## config.mk

```make
export PLATFORM = sky130hd
export DESIGN_NAME = encoder_8to3_rr
export DESIGN_NICKNAME = d
export VERILOG_FILES = /design/src/rtl/encoder_8to3_rr.sv
export SDC_FILE = /design/constraint.sdc
export NUM_CORES = 1
export LEC_CHECK = 0
export ABC_CLOCK_PERIOD_IN_PS = 3400
export CAP_MARGIN = 25
export CELL_PAD_IN_SITES_DETAIL_PLACEMENT = 0
export CELL_PAD_IN_SITES_GLOBAL_PLACEMENT = 2
export CORE_MARGIN = 5
export CORE_UTILIZATION = 23
export CTS_CLUSTER_DIAMETER = 40
export DETAILED_ROUTE_END_ITERATION = 8
export PLACE_DENSITY = 0.75
export SLEW_MARGIN = 5
export SYNTH_ARGS = -nofsm -noshare
export SYNTH_HDL_FRONTEND = slang
export SYNTH_SLANG_ARGS = --single-unit
```

## constraint.sdc

```tcl
create_clock -name clk -period 3.4 [get_ports clk]
set_clock_uncertainty 0.15 [all_clocks]
set_input_delay 0.68 -clock clk [delete_from_list [all_inputs] [get_ports clk]]
set_output_delay 0.68 -clock clk [all_outputs]
set_load 0.02 [all_outputs]
```

## src/rtl/encoder_8to3_rr.sv

```systemverilog
// -----------------------------------------------------------------------------
// encoder_8to3_rr
//
// Registered 8-to-3 request encoder. It samples eight level request lines,
// picks one winner, holds the winner's index on A behind a Valid/Ready
// handshake, and returns a one-cycle one-hot Grant on the winning line once
// the index is accepted. A = k always refers to R[k], so A can drive the
// select inputs of a matching 3-to-8 write-select decoder directly.
//
// Build option (compile-time macro):
//   ENCODER_ROUND_ROBIN_EN  defined   -> rotating priority. The search starts
//                                        at pointer P and wraps 7 -> 0. P
//                                        moves to A+1 on every acceptance.
//   ENCODER_ROUND_ROBIN_EN  undefined -> fixed priority. The lowest set bit
//                                        wins, and no pointer exists.
//
// Ports:
//   clk     in   1  rising-edge clock
//   reset   in   1  synchronous active-high reset, highest priority
//   Enable  in   1  allows a new capture while idle (no effect while holding)
//   R       in   8  level request lines
//   Ready   in   1  consumer accepts A while Valid is high
//   A       out  3  registered winning index
//   Valid   out  1  A holds a captured, not yet accepted index
//   Multi   out  1  more than one request was set at capture
//   Grant   out  8  one-hot acknowledge, high for the single cycle after
//                   acceptance
//
// Every output comes straight from a flop. There is no combinational path
// from any input to any output.
// -----------------------------------------------------------------------------
module encoder_8to3_rr (
    input  logic       clk,
    input  logic       reset,
    input  logic       Enable,
    input  logic [7:0] R,
    input  logic       Ready,
    output logic [2:0] A,
    output logic       Valid,
    output logic       Multi,
    output logic [7:0] Grant
);

    localparam logic [0:0] ST_IDLE = 1'b0;
    localparam logic [0:0] ST_HOLD = 1'b1;

    logic [0:0] state_q, state_d;
    logic [2:0] a_q,     a_d;
    logic       valid_q, valid_d;
    logic       multi_q, multi_d;
    logic [7:0] grant_q, grant_d;

    // Search base. In the fixed-priority build it is a constant zero, so the
    // rotation below reduces to plain wiring.
    logic [2:0] base;

`ifdef ENCODER_ROUND_ROBIN_EN
    logic [2:0] p_q, p_d;
    assign base = p_q;
`else
    assign base = 3'd0;
`endif

    // Rotate the requests so that rot_req[0] is the line at the search base.
    // The 3-bit sum wraps naturally, which gives the 7 -> 0 wrap-around.
    logic [7:0] rot_req;
    genvar gi;
    generate
        for (gi = 0; gi < 8; gi = gi + 1) begin : g_rot
            assign rot_req[gi] = R[base + 3'(gi)];
        end
    endgenerate

    // The lowest set bit of the rotated vector is the winner's offset from
    // the base. The loop scans downward so that the lowest bit is written last
    // and therefore wins.
    logic [2:0] win_off;
    always_comb begin
        win_off = 3'd0;
        for (int i = 7; i >= 0; i--) begin
            if (rot_req[i]) begin
                win_off = 3'(i);
            end
        end
    end

    logic [2:0] win_idx;
    assign win_idx = base + win_off;

    // "More than one bit set" is true when clearing the lowest set bit still
    // leaves something behind. This avoids building a full popcount.
    logic multi_req;
    assign multi_req = |(R & (R - 8'd1));

    always_comb begin
        state_d = state_q;
        a_d     = a_q;
        valid_d = valid_q;
        multi_d = multi_q;
        grant_d = 8'd0;
`ifdef ENCODER_ROUND_ROBIN_EN
        p_d     = p_q;
`endif
        case (state_q)
            ST_IDLE: begin
                valid_d = 1'b0;
                if (Enable && (R != 8'd0)) begin
                    a_d     = win_idx;
                    multi_d = multi_req;
                    valid_d = 1'b1;
                    state_d = ST_HOLD;
                end
            end
            ST_HOLD: begin
                // A, Valid and Multi stay frozen until acceptance. Changes on
                // R and Enable are deliberately ignored here.
                if (Ready) begin
                    grant_d = 8'd1 << a_q;
                    valid_d = 1'b0;
                    state_d = ST_IDLE;
`ifdef ENCODER_ROUND_ROBIN_EN
                    p_d     = a_q + 3'd1;
`endif
                end
            end
            default: begin
                state_d = ST_IDLE;
                valid_d = 1'b0;
            end
        endcase
    end

    always_ff @(posedge clk) begin
        if (reset) begin
            state_q <= ST_IDLE;
            a_q     <= 3'd0;
            valid_q <= 1'b0;
            multi_q <= 1'b0;
            grant_q <= 8'd0;
`ifdef ENCODER_ROUND_ROBIN_EN
            p_q     <= 3'd0;
`endif
        end else begin
            state_q <= state_d;
            a_q     <= a_d;
            valid_q <= valid_d;
            multi_q <= multi_d;
            grant_q <= grant_d;
`ifdef ENCODER_ROUND_ROBIN_EN
            p_q     <= p_d;
`endif
        end
    end

    assign A     = a_q;
    assign Valid = valid_q;
    assign Multi = multi_q;
    assign Grant = grant_q;

endmodule

```

# [Yosys cells after proc, flatten, opt, wreduce, memory -nomap -nowiden]
# Cells that the tools add are included.
[classes] shifts=1 bitwise=3 mux=13 eq_ne=1 reduce_logical=5 add_sub_neg=1
[ops] operator="3-bit 2-to-1 mux" n=8
[ops] operator="8-bit bitwise AND" n=1
[ops] operator="8-bit nonzero test" n=1
[ops] operator="8-bit OR reduction" n=1
[ops] operator="1-bit by 3-bit left shift with 8-bit output, first input constant" n=1
[ops] operator="8-bit by 1-bit subtractor with 8-bit output, second input constant" n=1
[ops] operator="1-bit case mux with 2 select lines" n=2
[ops] operator="1-bit 2-to-1 mux" n=3
[ops] operator="3-bit OR reduction" n=1
[ops] operator="2-bit != test, second input constant" n=1
[ops] operator="1-bit NOT" n=2
[ops] operator="2-bit AND reduction" n=1
[ops] operator="1-bit logical AND" n=1
[word_totals] out_inout_bits=13 ff_bits=14 in_bits=12 wordCells=29

# [Logic depth before layout (Yosys ltp)]
# Gate-level depths: netlist (run 1).
[logic_depth] depth_word=8 depth_mapped=5 mapped_depth_nobuf=5

# [Worst setup path after synthesis (run 1)]
# Ideal clock, no wire load.
[synth_timing] path_kind="input to register" startpoint="input port R[0]" endpoint="register multi_q, in the netlist Multi" required_ns=3.126 setup_ns=0.124 slack_ns=1.443 arrival_time_ns=1.683 stages=4 path_buffers=0 path_cell_list="or4_4 > o21ai_4 > mux2i_1 > nor2_1"
[synth_via] elab_chain_cells=3 elab_cells_between_ends=6 classes_between="add/sub (1); bitwise (1); reduce/logical (4)"
[synth_lines] element="from (decl)" line_no="36" text="input logic [7:0] R,"
[synth_lines] element="8-bit by 1-bit subtractor with 8-bit output or 8-bit nonzero test (tied branches)" line_no="93, 107"
[synth_lines] element="8-bit bitwise AND or 1-bit logical AND (tied branches)" line_no="93, 107"
[synth_lines] element="8-bit OR reduction or 2-bit AND reduction (tied branches)"
[synth_lines] element="to (signal assigned)" line_no="147" text="multi_q <= multi_d;"
[synth_lines] element="to (decl)" line_no="50" text="logic multi_q, multi_d;"
# Parallel ways exist; a longest one is shown, timed or not.
# A chain may end at the register's enable or synchronous reset.

# [Worst setup path after layout (run 1)]
# Same ends and word-level chain as after synthesis.

==> flow_summary.toml, run 1 <==
[min_path]
hp-class = "reg2reg"
hold_path_end = "Valid$_SDFFE_PP0P_"
hold_depth = 2
hold_start = "Valid$_SDFFE_PP0P_"

[floorplanning]
num_rows = 18
die_area_um2 = 3550
die_x_um = 59.6
core_um2 = 2410
start_util_pct = 23.5
io_pins = 25
die_h_um = 59.6

[sta]
setup_tns_ns = 0
finalSetupViolCount = 0
fmax_mhz = 443
slew_viol_final = 0
slew_headroom_pct = 75.9
final_hold_viol_count = 0
worst_slew_pin_slew_ns = 0.352
post-route-min-period_ns = 2.26
min_period_over_period_pct = 66.3
rsz0062_at_grt = "no"

[power]
power_frac_seq_pct = 55.7
leakage_nw = 0.289
power_switching_mw = 0.0743
swShare_pct = 23.8
power_frac_comb_pct = 16.7
internal_power_mw = 0.238
peakVddDrop_v = 0.000164
clockPowerShare_pct = 27.6
p_per_area_nw_per_um2 = 362

[global_routing]
overflow = 0
grt.met3_usage_pct = 2.61
grt_max_degree = 9
grt_pass1_wl_um = 2010
busiest_layer = "met2"
use_met1_pct = 9.03
grt_use_total_pct = 7.80
grt_pass1_vias = 484
grt_antenna_before_repair = 0
grt_use_met2_pct = 11.9

[place]
hpwl_um = 1010
gp_congestion = 0.740
placed_area_um2 = 840
port-buffer-count = 24

[setup_path]
worstPathMaxFanout = 7
r2r_cells = 4
r2r-start = "state_q$_SDFF_PP0_"
crit_required_ns = 3.40
cp_data_arrival_time_ns = 2.26
critPathLaunchType = "input pin"
crit_type = "in2reg"
r2r-end = "A[1]$_SDFFE_PP0P_"
r2r_slack_ns = 1.79
end_kind = "register"

[cells_and_area]
design_area_um2 = 862
drive_gt1_share_pct = 6.74
layout_common_cells = "clkdlybuf4s50_1, dfxtp_1, nor2_1"
syn2layout_area_growth_pct = 52.4
nets = 103
fillCellCount = 266
layout_commonest_cell = "clkdlybuf4s50_1"
antenna_cells = 0

[route]
vias = 517
drc_errors = 0
drt_iter0_drc = 21
drt_first_pass_iters = 4
routed_wl_um = 1250
viasPerCell = 4.34
wl_per_cell_um = 10.5
ant_nets = 0

[yosys]
ys_ff_latch = 14
syn_area_um2 = 566
yosys_warnings = 0
synth_cell_type_count = 21
yosysSeqAreaShare_pct = 49.6
mappedNetlistNets = 75
synth_cells = 63
syn_avg_cell_area_um2 = 8.98

[clocking]
insertion_delay_ns = 0.27
post_cts_buffers = 0
cts_buffer_depth = 2
cts-root-buf = "clkbuf_4"
ctsResizeCount = 0
clk_pin_slew_ns = 0.08
cts_hold_buf = 0
cts_buffers = 3
cts_tree = "built"
h-tree-depth = 1
cts_sinks = 14

[run]
maxCapViolCount = 0

[status]
status = "finished, final reports clean"
-- sequential cells by signal (all words and copies together), names as in the netlist --
signal / flops
Grant: 8
state_q: 1
Valid: 1
Multi: 1
A: 3
-- power groups by stage --
stage | sequential (mW) | clock (mW) | combinational (mW)
2_1_floorplan | 0.182 | 0 | 0.0188
3_3_place_gp | 0.178 | 0 | 0.0526
3_5_place_dp | 0.178 | 0 | 0.0525
4_1_cts | 0.174 | 0.0903 | 0.0526
5_1_grt | 0.175 | 0.101 | 0.0570
6_report | 0.174 | 0.0862 | 0.0522
-- worst max-delay path, cell delays in order --
cell and delay [ns]:
clkdlybuf4s50_1 0.47, or4_4 0.60, o21ai_4 0.25, mux2i_1 0.21
nor2_1 0.05
-- layout make-up --
class	count	area, um^2	share of cell area (%)
clock buffers	3	22.5	2.61
inverters	1	3.75	0.435
multi-input cells	47	278	32.2
flip-flops and latches	14	280	32.5
well taps	30	37.5	4.35
repair buffers	24	240	27.9
-- synth_stat cells, drive strengths merged --
master   number  area, um^2
nor2b         2        12.5
nor2         10        37.5
nor3          7        35.0
nand2         5        18.8
inv           1        3.75
clkbuf        1        3.75
a21oi         6        30.0
o21ai         2        21.3
or3           1        6.26
nand2b        3        18.8
dfxtp        14         280
a211oi        1        7.51
or4           3        30.0
nand3b        1        7.51
o21bai        1        7.51
mux2i         1        10.0
maj3          2        20.0
a2111oi       1        8.76
o22ai         1        6.26
-- logic make-up after synthesis --
family                   after synthesis  synth area share [%]
adder cells (fa/ha/maj)                2                  3.54
flip-flops                            14                  49.6
AO/OA/AOI/OAI                         12                  14.4
AND/OR/NAND/NOR                       32                  29.4
multiplexers                           1                  1.77
buffers and inverters                  2                  1.33
-- metal layers --
layer	part of all wire, %	routed length (um)	vias up
li1	-	-	279
met1	46	577	216
met2	44	545	20
met3	8.7	109	2
met4	1.0	13	0
met5	0	0	-
-- stage by stage --
step | power (mW) | cells | setup WS, ns | util [%] | hold slack, ns
after floorplan | 0.201 | 63 | 1.44 | - | 0.326
after global placement | 0.230 | 116 | 0.872 | 34.8 | 0.354
after detailed placement | 0.230 | 116 | 0.845 | 34.8 | 0.355
after CTS | 0.317 | 119 | 1.14 | 35.8 | 0.368
after global routing | 0.333 | 119 | 1.08 | 35.8 | 0.382
final | 0.312 | 119 | 1.14 | 35.8 | 0.363
-- worst max path at each step --
stage               cells past startpoint                 end  slack, ns  startpoint
finish                                  5  Multi$_SDFFE_PP0P_       1.14        R[0]
global placement                        6  Multi$_SDFFE_PP0P_       0.87        R[0]
global route                            5  Multi$_SDFFE_PP0P_       1.08        R[0]
CTS                                     5  Multi$_SDFFE_PP0P_       1.14        R[0]
floorplan                               4  Multi$_SDFFE_PP0P_       1.44        R[0]
detailed placement                      5  Multi$_SDFFE_PP0P_       0.85        R[0]
(Power assumes the default switching activity.)
==> run 2: changes to the inputs <==
--- a/config.mk
+++ b/config.mk
@@ -5,15 +5,15 @@
 export SDC_FILE = /design/constraint.sdc
 export NUM_CORES = 1
 export LEC_CHECK = 0
-export ABC_CLOCK_PERIOD_IN_PS = 3400
+export ABC_CLOCK_PERIOD_IN_PS = 2080
 export CAP_MARGIN = 25
 export CELL_PAD_IN_SITES_DETAIL_PLACEMENT = 0
 export CELL_PAD_IN_SITES_GLOBAL_PLACEMENT = 2
 export CORE_MARGIN = 5
-export CORE_UTILIZATION = 23
+export CORE_UTILIZATION = 22
 export CTS_CLUSTER_DIAMETER = 40
 export DETAILED_ROUTE_END_ITERATION = 8
-export PLACE_DENSITY = 0.75
+export PLACE_DENSITY = 0.73
 export SLEW_MARGIN = 5
 export SYNTH_ARGS = -nofsm -noshare
 export SYNTH_HDL_FRONTEND = slang
==> constraint.sdc (replaced) <==
create_clock -name clk -period 2.08 [get_ports clk]
set_clock_uncertainty 0.15 [all_clocks]
set_input_delay 0.416 -clock clk [delete_from_list [all_inputs] [get_ports clk]]
set_output_delay 0.416 -clock clk [all_outputs]
set_load 0.02 [all_outputs]
==> flow_summary.toml, run 2 (same netlist as run 1, synthesis figures left out) <==
[clocking]
cts_buffers = 3
cts_tree = "built"
cts-root-buf = "clkbuf_4"
post_cts_buffers = 0
ctsResizeCount = 0
cts_buffer_depth = 2
h-tree-depth = 1
insertion_delay_ns = 0.27
cts_sinks = 14
clk_pin_slew_ns = 0.08
cts_hold_buf = 0

[setup_path]
critical_path.max_stage_delay_ns = 0.65
end_kind = "output port"
cp_data_arrival_time_ns = 1.35
worstPathMaxFanout = 7
slowest_stage = "clkdlybuf4s50_1"
crit_required_ns = 1.51
critPathLaunchType = "register"
crit_buf_inv = 1
cp_cell_sequence = "clkdlybuf4s50_1"
crit_type = "reg2out"
crit_family = "buffers and inverters"

[sta]
slew_headroom_pct = 73.4
slew_viol_final = 0
final_hold_viol_count = 0
hold_ws_ns = 0.340
rsz0062_at_grt = "no"
finalSetupViolCount = 0
setup_tns_ns = 0
fmax_mhz = 522
min_period_over_period_pct = 92.2
post-route-min-period_ns = 1.92
worst_slew_pin_slew_ns = 0.389

[global_routing]
grt_max_degree = 9
grt_use_met2_pct = 14.2
use_met1_pct = 10.0
overflow = 0
grt.met3_usage_pct = 1.28
busiest_layer = "met2"
grt_pass1_vias = 570
grt_pass1_wl_um = 2280
grt_use_total_pct = 8.37
grt_antenna_before_repair = 0

[cells_and_area]
final_util_pct = 39.0
nets = 115
antenna_cells = 0
drive_gt1_share_pct = 18.6
layout_commonest_cell = "clkdlybuf4s50_1"
largest_reg_flops = 8
layout_common_cells = "clkdlybuf4s50_1, dfxtp_1, buf_4"
syn2layout_area_growth_pct = 70.8
fillCellCount = 271

[floorplanning]
io_pins = 25
num_rows = 18
die_h_um = 60.7
die_x_um = 60.7
start_util_pct = 22.8
die_area_um2 = 3680
core_um2 = 2480

[status]
status = "finished, final reports clean"

[route]
viasPerCell = 4.33
drc_errors = 0
wl_per_cell_um = 10.1
drt_first_pass_iters = 4
ant_nets = 0
routed_wl_um = 1330
drt_iter0_drc = 4
vias = 571

[power]
p_per_area_nw_per_um2 = 596
peakVddDrop_v = 0.000238
leakage_nw = 0.354
finalPower_mw = 0.576

[place]
gp_congestion = 0.790
port-buffer-count = 24
hpwl_um = 1120

[run]
maxCapViolCount = 0

[min_path]
hp-class = "reg2reg"
run 2: cell types whose count changed in the layout (fill, tap and decap cells not counted), sizes merged:
cell	previous run	this run
buf	0	12
clkbuf	3	4
run 2: area by class of cell:
| class | instances | area (um^2) | share of cell area [%] |
|---|---|---|---|
| multi-input combinational | 47 | 278 | 28.8 |
| sequential | 14 | 280 | 29.0 |
| clock buffer | 4 | 36.3 | 3.76 |
| timing repair buffer | 36 | 330 | 34.2 |
| tap | 30 | 37.5 | 3.89 |
| inverter | 1 | 3.75 | 0.389 |
run 2: routing by layer:
| layer | vias up | routed length, um |
|---|---|---|
| met3 | 2 | 125 |
| met4 | 0 | 10 |
| met2 | 21 | 631 |
| met1 | 242 | 564 |
| met5 | - | 0 |
| li1 | 306 | - |
run 2: worst paths after layout:
| kind | startpoint | end | depth (start not counted) | slack, ns |
|---|---|---|---|---|
| setup reg to reg | state_q$_SDFF_PP0_ | A[1]$_SDFFE_PP0P_ | 5 | 0.60 |
| setup / recovery | A[0]$_SDFFE_PP0P_ | A[0] | 1 | 0.16 |
| hold / removal | Valid$_SDFFE_PP0P_ | Valid$_SDFFE_PP0P_ | 2 | 0.34 |
| hold reg to reg | Valid$_SDFFE_PP0P_ | Valid$_SDFFE_PP0P_ | 2 | 0.34 |
run 2: per-stage QoR:
stage | setup WS [ns] | cell area, um^2 | instances
2_1_floorplan | 0.387 | 566 | 63
3_3_place_gp | -0.0642 | 930 | 128
3_5_place_dp | -0.127 | 930 | 128
4_1_cts | 0.137 | 966 | 132
5_1_grt | 0.0763 | 966 | 132
6_report | 0.163 | 966 | 132
run 2: report_power, final:
| part | switching, mW | internal, mW | total [mW] |
|---|---|---|---|
| registers | 0.00761 | 0.276 | 0.284 |
| logic | 0.0433 | 0.0618 | 0.105 |
| clock network | 0.0806 | 0.106 | 0.187 |
